===== src/rtl/ntt_pair_sched_if.sv =====
// rtl/ntt_pair_sched_if.sv - pair-issue bus between the NTT pair scheduler and the coefficient read port
interface ntt_pair_sched_if #(
  parameter int ADDR_W  = 8,
  parameter int ZIDX_W  = 8,
  parameter int STAGE_W = 4
);

  logic               valid_o;
  logic               ready_i;
  logic [ADDR_W-1:0]  addr_u_o;
  logic [ADDR_W-1:0]  addr_t_o;
  logic [ZIDX_W-1:0]  zeta_idx_o;
  logic [STAGE_W-1:0] stage_o;
  logic               ct_o;
  logic               last_o;

  modport master (
    output valid_o, addr_u_o, addr_t_o, zeta_idx_o, stage_o, ct_o, last_o,
    input  ready_i
  );

  modport slave (
    input  valid_o, addr_u_o, addr_t_o, zeta_idx_o, stage_o, ct_o, last_o,
    output ready_i
  );

endinterface


===== src/rtl/ntt_pair_sched.sv =====
// rtl/ntt_pair_sched.sv - butterfly pair/twiddle scheduler for CT forward and GS inverse NTT; optional NTT_PAIR_SCHED_STALL_CNT_EN adds a stall counter
module ntt_pair_sched #(
  parameter int N          = 256,
  parameter int MIN_LEN    = 1,
  parameter int BU_LATENCY = 4,
  parameter int ADDR_W     = $clog2(N),
  parameter int ZIDX_W     = $clog2(N / MIN_LEN)
) (
  input  logic             clk_i,
  input  logic             rst_i,
  input  logic             start_i,
  input  logic             mode_ct_i,
  ntt_pair_sched_if.master pair,
  output logic             busy_o,
  output logic             done_o
`ifdef NTT_PAIR_SCHED_STALL_CNT_EN
  ,
  output logic [15:0]      stall_cnt_o
`endif
);

  localparam int STAGE_W = $clog2(ZIDX_W + 1);
  // One extra bit so base can reach N and len can overshoot after the final stage.
  localparam int LW      = ADDR_W + 1;
  localparam int DW      = (BU_LATENCY > 0) ? $clog2(BU_LATENCY + 1) : 1;

  localparam logic [LW-1:0]      N_L        = LW'(N);
  localparam logic [LW-1:0]      HALF_L     = LW'(N / 2);
  localparam logic [LW-1:0]      MIN_L      = LW'(MIN_LEN);
  localparam logic [ZIDX_W-1:0]  K_CT0      = ZIDX_W'(1);
  localparam logic [ZIDX_W-1:0]  K_GS0      = ZIDX_W'(N / MIN_LEN - 1);
  localparam logic [STAGE_W-1:0] LAST_STAGE = STAGE_W'(ZIDX_W - 1);
  localparam logic [STAGE_W-1:0] NUM_STAGES = STAGE_W'(ZIDX_W);
  localparam logic [DW-1:0]      DRAIN_LAST = DW'((BU_LATENCY > 0) ? BU_LATENCY - 1 : 0);

  typedef enum logic [1:0] {
    S_IDLE,
    S_RUN,
    S_DRAIN,
    S_DONE
  } state_t;

  state_t              state_q, state_d;
  logic                ct_q, ct_d;
  logic [LW-1:0]       len_q, len_d;
  logic [LW-1:0]       base_q, base_d;
  logic [LW-1:0]       j_q, j_d;
  logic [ZIDX_W-1:0]   k_q, k_d;
  logic [STAGE_W-1:0]  stage_q, stage_d;
  logic [DW-1:0]       drain_q, drain_d;

  logic [LW-1:0]       j_inc;
  logic [LW-1:0]       base_inc;
  logic                group_end;
  logic                stage_end;

  assign j_inc     = j_q + LW'(1);
  assign base_inc  = base_q + (len_q << 1);
  assign group_end = (j_inc == len_q);
  assign stage_end = group_end && (base_inc == N_L);

  // State and loop counters; everything clears on reset so outputs read zero.
  always_ff @(posedge clk_i) begin
    if (rst_i) begin
      state_q <= S_IDLE;
      ct_q    <= 1'b0;
      len_q   <= '0;
      base_q  <= '0;
      j_q     <= '0;
      k_q     <= '0;
      stage_q <= '0;
      drain_q <= '0;
    end else begin
      state_q <= state_d;
      ct_q    <= ct_d;
      len_q   <= len_d;
      base_q  <= base_d;
      j_q     <= j_d;
      k_q     <= k_d;
      stage_q <= stage_d;
      drain_q <= drain_d;
    end
  end

  // Next-state: walk j within a group, groups within a stage, then drain and move on.
  always_comb begin
    state_d = state_q;
    ct_d    = ct_q;
    len_d   = len_q;
    base_d  = base_q;
    j_d     = j_q;
    k_d     = k_q;
    stage_d = stage_q;
    drain_d = drain_q;
    case (state_q)
      S_IDLE: begin
        if (start_i) begin
          ct_d    = mode_ct_i;
          len_d   = mode_ct_i ? HALF_L : MIN_L;
          k_d     = mode_ct_i ? K_CT0 : K_GS0;
          base_d  = '0;
          j_d     = '0;
          stage_d = '0;
          drain_d = '0;
          state_d = S_RUN;
        end
      end
      S_RUN: begin
        if (pair.ready_i) begin
          if (group_end) begin
            j_d = '0;
            k_d = ct_q ? (k_q + ZIDX_W'(1)) : (k_q - ZIDX_W'(1));
            if (stage_end) begin
              base_d  = '0;
              len_d   = ct_q ? (len_q >> 1) : (len_q << 1);
              stage_d = stage_q + STAGE_W'(1);
              drain_d = '0;
              if (BU_LATENCY > 0) begin
                state_d = S_DRAIN;
              end else if (stage_q == LAST_STAGE) begin
                state_d = S_DONE;
              end else begin
                state_d = S_RUN;
              end
            end else begin
              base_d = base_inc;
            end
          end else begin
            j_d = j_inc;
          end
        end
      end
      S_DRAIN: begin
        // stage_q already names the upcoming stage, so NUM_STAGES means all are done.
        if (drain_q == DRAIN_LAST) begin
          state_d = (stage_q == NUM_STAGES) ? S_DONE : S_RUN;
        end else begin
          drain_d = drain_q + DW'(1);
        end
      end
      S_DONE: begin
        state_d = S_IDLE;
      end
      default: begin
        state_d = S_IDLE;
      end
    endcase
  end

  assign pair.valid_o    = (state_q == S_RUN);
  assign pair.addr_u_o   = ADDR_W'(base_q + j_q);
  assign pair.addr_t_o   = ADDR_W'(base_q + j_q + len_q);
  assign pair.zeta_idx_o = k_q;
  assign pair.stage_o    = stage_q;
  assign pair.ct_o       = ct_q;
  assign pair.last_o     = (state_q == S_RUN) && (stage_q == LAST_STAGE) && stage_end;
  assign busy_o          = (state_q != S_IDLE);
  assign done_o          = (state_q == S_DONE);

`ifdef NTT_PAIR_SCHED_STALL_CNT_EN
  logic [15:0] stall_q;

  // Count back-pressured issue cycles of the current transform, saturating.
  always_ff @(posedge clk_i) begin
    if (rst_i) begin
      stall_q <= '0;
    end else if ((state_q == S_IDLE) && start_i) begin
      stall_q <= '0;
    end else if ((state_q == S_RUN) && !pair.ready_i && (stall_q != 16'hFFFF)) begin
      stall_q <= stall_q + 16'd1;
    end
  end

  assign stall_cnt_o = stall_q;
`endif

endmodule


===== src/flat_wrapper.sv =====
// flat-port wrapper written by rule: the top's interface ports become plain ports
module ntt_pair_sched_flat 
#(
  parameter int N          = 256,
  parameter int MIN_LEN    = 1,
  parameter int BU_LATENCY = 4,
  parameter int ADDR_W     = $clog2(N),
  parameter int ZIDX_W     = $clog2(N / MIN_LEN)
)
  (clk_i, rst_i, start_i, mode_ct_i, busy_o, done_o, pair_valid_o, pair_addr_u_o, pair_addr_t_o, pair_zeta_idx_o, pair_stage_o, pair_ct_o, pair_last_o, pair_ready_i);
  ntt_pair_sched_if #(.ADDR_W(ADDR_W), .ZIDX_W(ZIDX_W)) pair_i ();
  input  logic clk_i;
  input  logic rst_i;
  input  logic start_i;
  input  logic mode_ct_i;
  output logic busy_o;
  output logic done_o;
  output wire logic [$bits(pair_i.valid_o)-1:0] pair_valid_o;
  output wire logic [$bits(pair_i.addr_u_o)-1:0] pair_addr_u_o;
  output wire logic [$bits(pair_i.addr_t_o)-1:0] pair_addr_t_o;
  output wire logic [$bits(pair_i.zeta_idx_o)-1:0] pair_zeta_idx_o;
  output wire logic [$bits(pair_i.stage_o)-1:0] pair_stage_o;
  output wire logic [$bits(pair_i.ct_o)-1:0] pair_ct_o;
  output wire logic [$bits(pair_i.last_o)-1:0] pair_last_o;
  input wire logic [$bits(pair_i.ready_i)-1:0] pair_ready_i;
  assign pair_valid_o = pair_i.valid_o;
  assign pair_addr_u_o = pair_i.addr_u_o;
  assign pair_addr_t_o = pair_i.addr_t_o;
  assign pair_zeta_idx_o = pair_i.zeta_idx_o;
  assign pair_stage_o = pair_i.stage_o;
  assign pair_ct_o = pair_i.ct_o;
  assign pair_last_o = pair_i.last_o;
  assign pair_i.ready_i = pair_ready_i;
  ntt_pair_sched #(.N(N), .MIN_LEN(MIN_LEN), .BU_LATENCY(BU_LATENCY), .ADDR_W(ADDR_W), .ZIDX_W(ZIDX_W)) u_core (.clk_i(clk_i), .rst_i(rst_i), .start_i(start_i), .mode_ct_i(mode_ct_i), .pair(pair_i), .busy_o(busy_o), .done_o(done_o));
endmodule

===== config.mk =====
export PLATFORM = sky130hd
export DESIGN_NAME = ntt_pair_sched_flat
export DESIGN_NICKNAME = d
export VERILOG_FILES = /design/src/rtl/ntt_pair_sched_if.sv /design/src/rtl/ntt_pair_sched.sv /design/src/flat_wrapper.sv
export SDC_FILE = /design/constraint.sdc
export NUM_CORES = 1
export LEC_CHECK = 0
export CELL_PAD_IN_SITES_DETAIL_PLACEMENT = 1
export CELL_PAD_IN_SITES_GLOBAL_PLACEMENT = 1
export CORE_MARGIN = 2
export CORE_UTILIZATION = 40
export CTS_CLUSTER_DIAMETER = 80
export DETAILED_ROUTE_END_ITERATION = 7
export DONT_BUFFER_PORTS = 1
export PLACE_DENSITY_LB_ADDON = 0.1
export SYNTH_ARGS = -nofsm -noshare
export SYNTH_HDL_FRONTEND = slang
export SYNTH_SLANG_ARGS = --single-unit
export TNS_END_PERCENT = 1

===== constraint.sdc =====
create_clock -name clk_i -period 3.95 [get_ports clk_i]
set_input_delay 0.395 -clock clk_i [delete_from_list [all_inputs] [get_ports clk_i]]
set_output_delay 0.395 -clock clk_i [all_outputs]
set_load 0.01 [all_outputs]

==> impl_metrics.toml <==
[timing]
setup_violations = 0
fmax_mhz = 274
worst_pin_slew_ns = 0.632
maxSlewViolCount = 0
setup_tns_ns = 0
relSlewSlack_pct = 57.7
post-route-period-util_pct = 92.5
hold_violations = 0
grt_setup_unrepaired = "no"
clock_skew_ns = 0.0103
fin_crit_ns = 3.65

[setup_path]
cp.arrival_ns = 3.26
crit_path_max_fanout = 9
worstSetupPathType = "register to primary output"
crit_required_ns = 3.56
cp-end-kind = "primary output"
critPathLaunchType = "register"

[global_routing]
track_usage_pct = 22.5
antenna_found_initial = 0
grt_max_degree = 41
gr-total-overflow = 0
grt_first_pass_wirelength_um = 17300
first_global_vias = 3262

[clock_tree]
clk_latency_ns = 0.31
path_clk_slew_ns = 0.10
clock-sinks = 44
clk_root_buffer_cell = "clkbuf_8"
cts_setup_buffers = 0
cts_tree = "yes"
htreeDepth = 2
clockBufferDepth = 2
cts_made_buffers = 5

[power_and_ir_drop]
power_frac_seq_pct = 33.6
clkPwrFrac_pct = 21.9
comb_power_share_pct = 44.5
p_switching_w = 0.000723
leakagePower_nw = 1.46
p_int_w = 0.000981
ir_drop_uv = 296
swShare_pct = 42.4
powerDensity_mw_per_mm2 = 455

[detailed_routing]
drt-initial-drc-count = 106
totalWireLength_um = 10500
drt-pass1-iter-count = 4
vias = 3236
antenna_left = 0
vias_per_cell = 6.14
drc = 0
wl_per_cell_um = 19.9

[floorplanning]
io_pins = 38
die_area_mm2 = 0.00952
fp.dieW_um = 97.6
start_util_pct = 40.8
row_count = 34
die_h_um = 97.6
coreArea_mm2 = 0.00859

[yosys]
syn_inst = 424
synth_area_leaders = "dfxtp_1 (25%), ha_1 (11%), xnor2_1 (7.2%)"
netlist.area_leader.share_pct = 25.1
synth_flop_cell = "dfxtp_1"
yosysMostFrequentCell = "dfxtp_1"
ys_seq_area_share_pct = 25.1
synth_async_sr_flop_share_pct = 0
ys_warn_count = 0
synth_cell_types = 60
synth-edff-count = 0
avgSynthCellArea_um2 = 8.26
synth_fp_nets = 465
synth_area_mm2 = 0.00350
ys_ff_latch = 44
yosys.area.top_type = "dfxtp_1"
synthTopCellsByCount = "dfxtp_1 (44), a21oi_1 (43), ha_1 (32)"

[layout]
final_cells = 527
final_layout_size_suffix_gt1_share_pct = 8.59
n_fill_cell = 1037
antennaDiodeCount = 0
nets = 459
syn_to_final_growth_pct = 6.82
fin_area_mm2 = 0.00374

[place]
dp_hpwl_um = 7740
port_buffers = 0
placed_cells = 519
gp_congestion = 0.829
dpl-instance-area_mm2 = 0.00362

[job]
drv_cap = 0

[run_status]
outcome = "complete, no violations"

[worst_hold_path]
hold_path.class = "input pin to register"
[final timing paths]
check	startpoint	to	slack, ns	depth (start not counted)
worst max-delay path	u_core.base_q[1]	pair_last_o	0.30	8
worst min-delay path	rst_i	u_core.pair.stage_o[3]	0.14	1
worst min register to register	u_core.drain_q[0]	u_core.drain_q[0]	0.47	1
worst max register to register	u_core.base_q[1]	u_core.len_q[7]	0.48	9
[placed cells by master (no fill, tap or decap), types with 4 or more instances in the layout]
cell / count
dfxtp_1: 44
o21ai_0: 14
a21o_1: 8
a211oi_1: 8
a21oi_1: 43
or2_2: 4
a22oi_1: 4
and2_1: 4
fa_1: 4
a31oi_1: 7
o211ai_1: 4
a22o_1: 8
buf_4: 11
a31o_2: 8
nor4_1: 11
clkbuf_8: 5
a2111o_1: 4
nor3_1: 11
nand3_1: 17
xor2_1: 10
o21bai_1: 4
xnor2_1: 29
nand2_1: 22
mux2i_1: 6
nor2_1: 22
ha_1: 32
or3_1: 5
inv_1: 15
[worst max-delay path, stage by stage, from the launching register on]
cell	delay, ns
dfxtp_1	0.39
ha_1	0.27
fa_1	0.41
a211oi_1	0.38
or4b_2	0.20
o2111ai_1	0.14
or2_2	0.33
a2111o_1	0.55
nor3_2	0.29
[power groups by stage]
| stage | logic, W | clock network (W) | registers (W) |
|---|---|---|---|
| 2_1_floorplan | 0.000583 | 0 | 0.000558 |
| 3_3_place_gp | 0.000759 | 0 | 0.000580 |
| 3_5_place_dp | 0.000760 | 0 | 0.000582 |
| 4_1_cts | 0.000767 | 0.000384 | 0.000572 |
| 5_1_grt | 0.000855 | 0.000400 | 0.000581 |
| 6_report | 0.000759 | 0.000373 | 0.000572 |
[layer usage]
metal | part of all wire [%] | wire length [um] | vias up | GRT usage (%)
met5 | 0 | 0 | - | 0
met4 | 0.64 | 67 | 0 | 3.53
met3 | 3.3 | 344 | 6 | 3.96
met2 | 50 | 5220 | 50 | 40.0
met1 | 46 | 4870 | 1612 | 28.8
li1 | - | - | 1568 | -
[registers in the layout, summed over array words and instances (netlist names)]
name and count:
u_core.base_q 8, u_core.drain_q 3, u_core.pair.ct_o 1, u_core.pair.stage_o 4, u_core.state_q 2, u_core.len_q 9, u_core.pair.zeta_idx_o 8, u_core.j_q 9
[layout make-up]
| cell class | instances | area, um^2 | area share (%) |
|---|---|---|---|
| clock buffers | 5 | 68.8 | 1.84 |
| clock inverters | 3 | 46.3 | 1.24 |
| inverters | 16 | 60.1 | 1.60 |
| multi-input cells | 340 | 2470 | 66.0 |
| flip-flops and latches | 44 | 881 | 23.5 |
| well taps | 108 | 135 | 3.61 |
| repair buffers | 11 | 82.6 | 2.21 |
[stage by stage]
step                      utilization (%)  power (W)  hold WS (ns)  setup WS [ns]
after global routing                 43.5    0.00184         0.116         0.0670
final                                43.5    0.00170         0.137          0.297
after detailed placement             42.2    0.00134         0.456          0.506
after floorplan                         -    0.00114         0.429          0.867
after CTS                            43.5    0.00172         0.131          0.215
after global placement               42.2    0.00134         0.449          0.594
[cell families (layout without fill, tap and decap cells)]
logic type,after synthesis,in the layout,synth area share [%]
multiplexers,6,6,1.71
AND/OR/NAND/NOR,126,126,19.4
adder cells (fa/ha/maj),36,36,13.7
AO/OA/AOI/OAI,132,132,25.6
XOR/XNOR,39,39,9.75
other,1,1,0.107
flip-flops,44,44,25.1
buffers and inverters,40,35,4.54
[repair_timing]
action                     4_1_cts  5_1_grt
setup endpoints to repair        0        1
hold buffers                     0        0
gates resized for setup          0        1
Note: power is estimated with default switching activity, not from simulation.
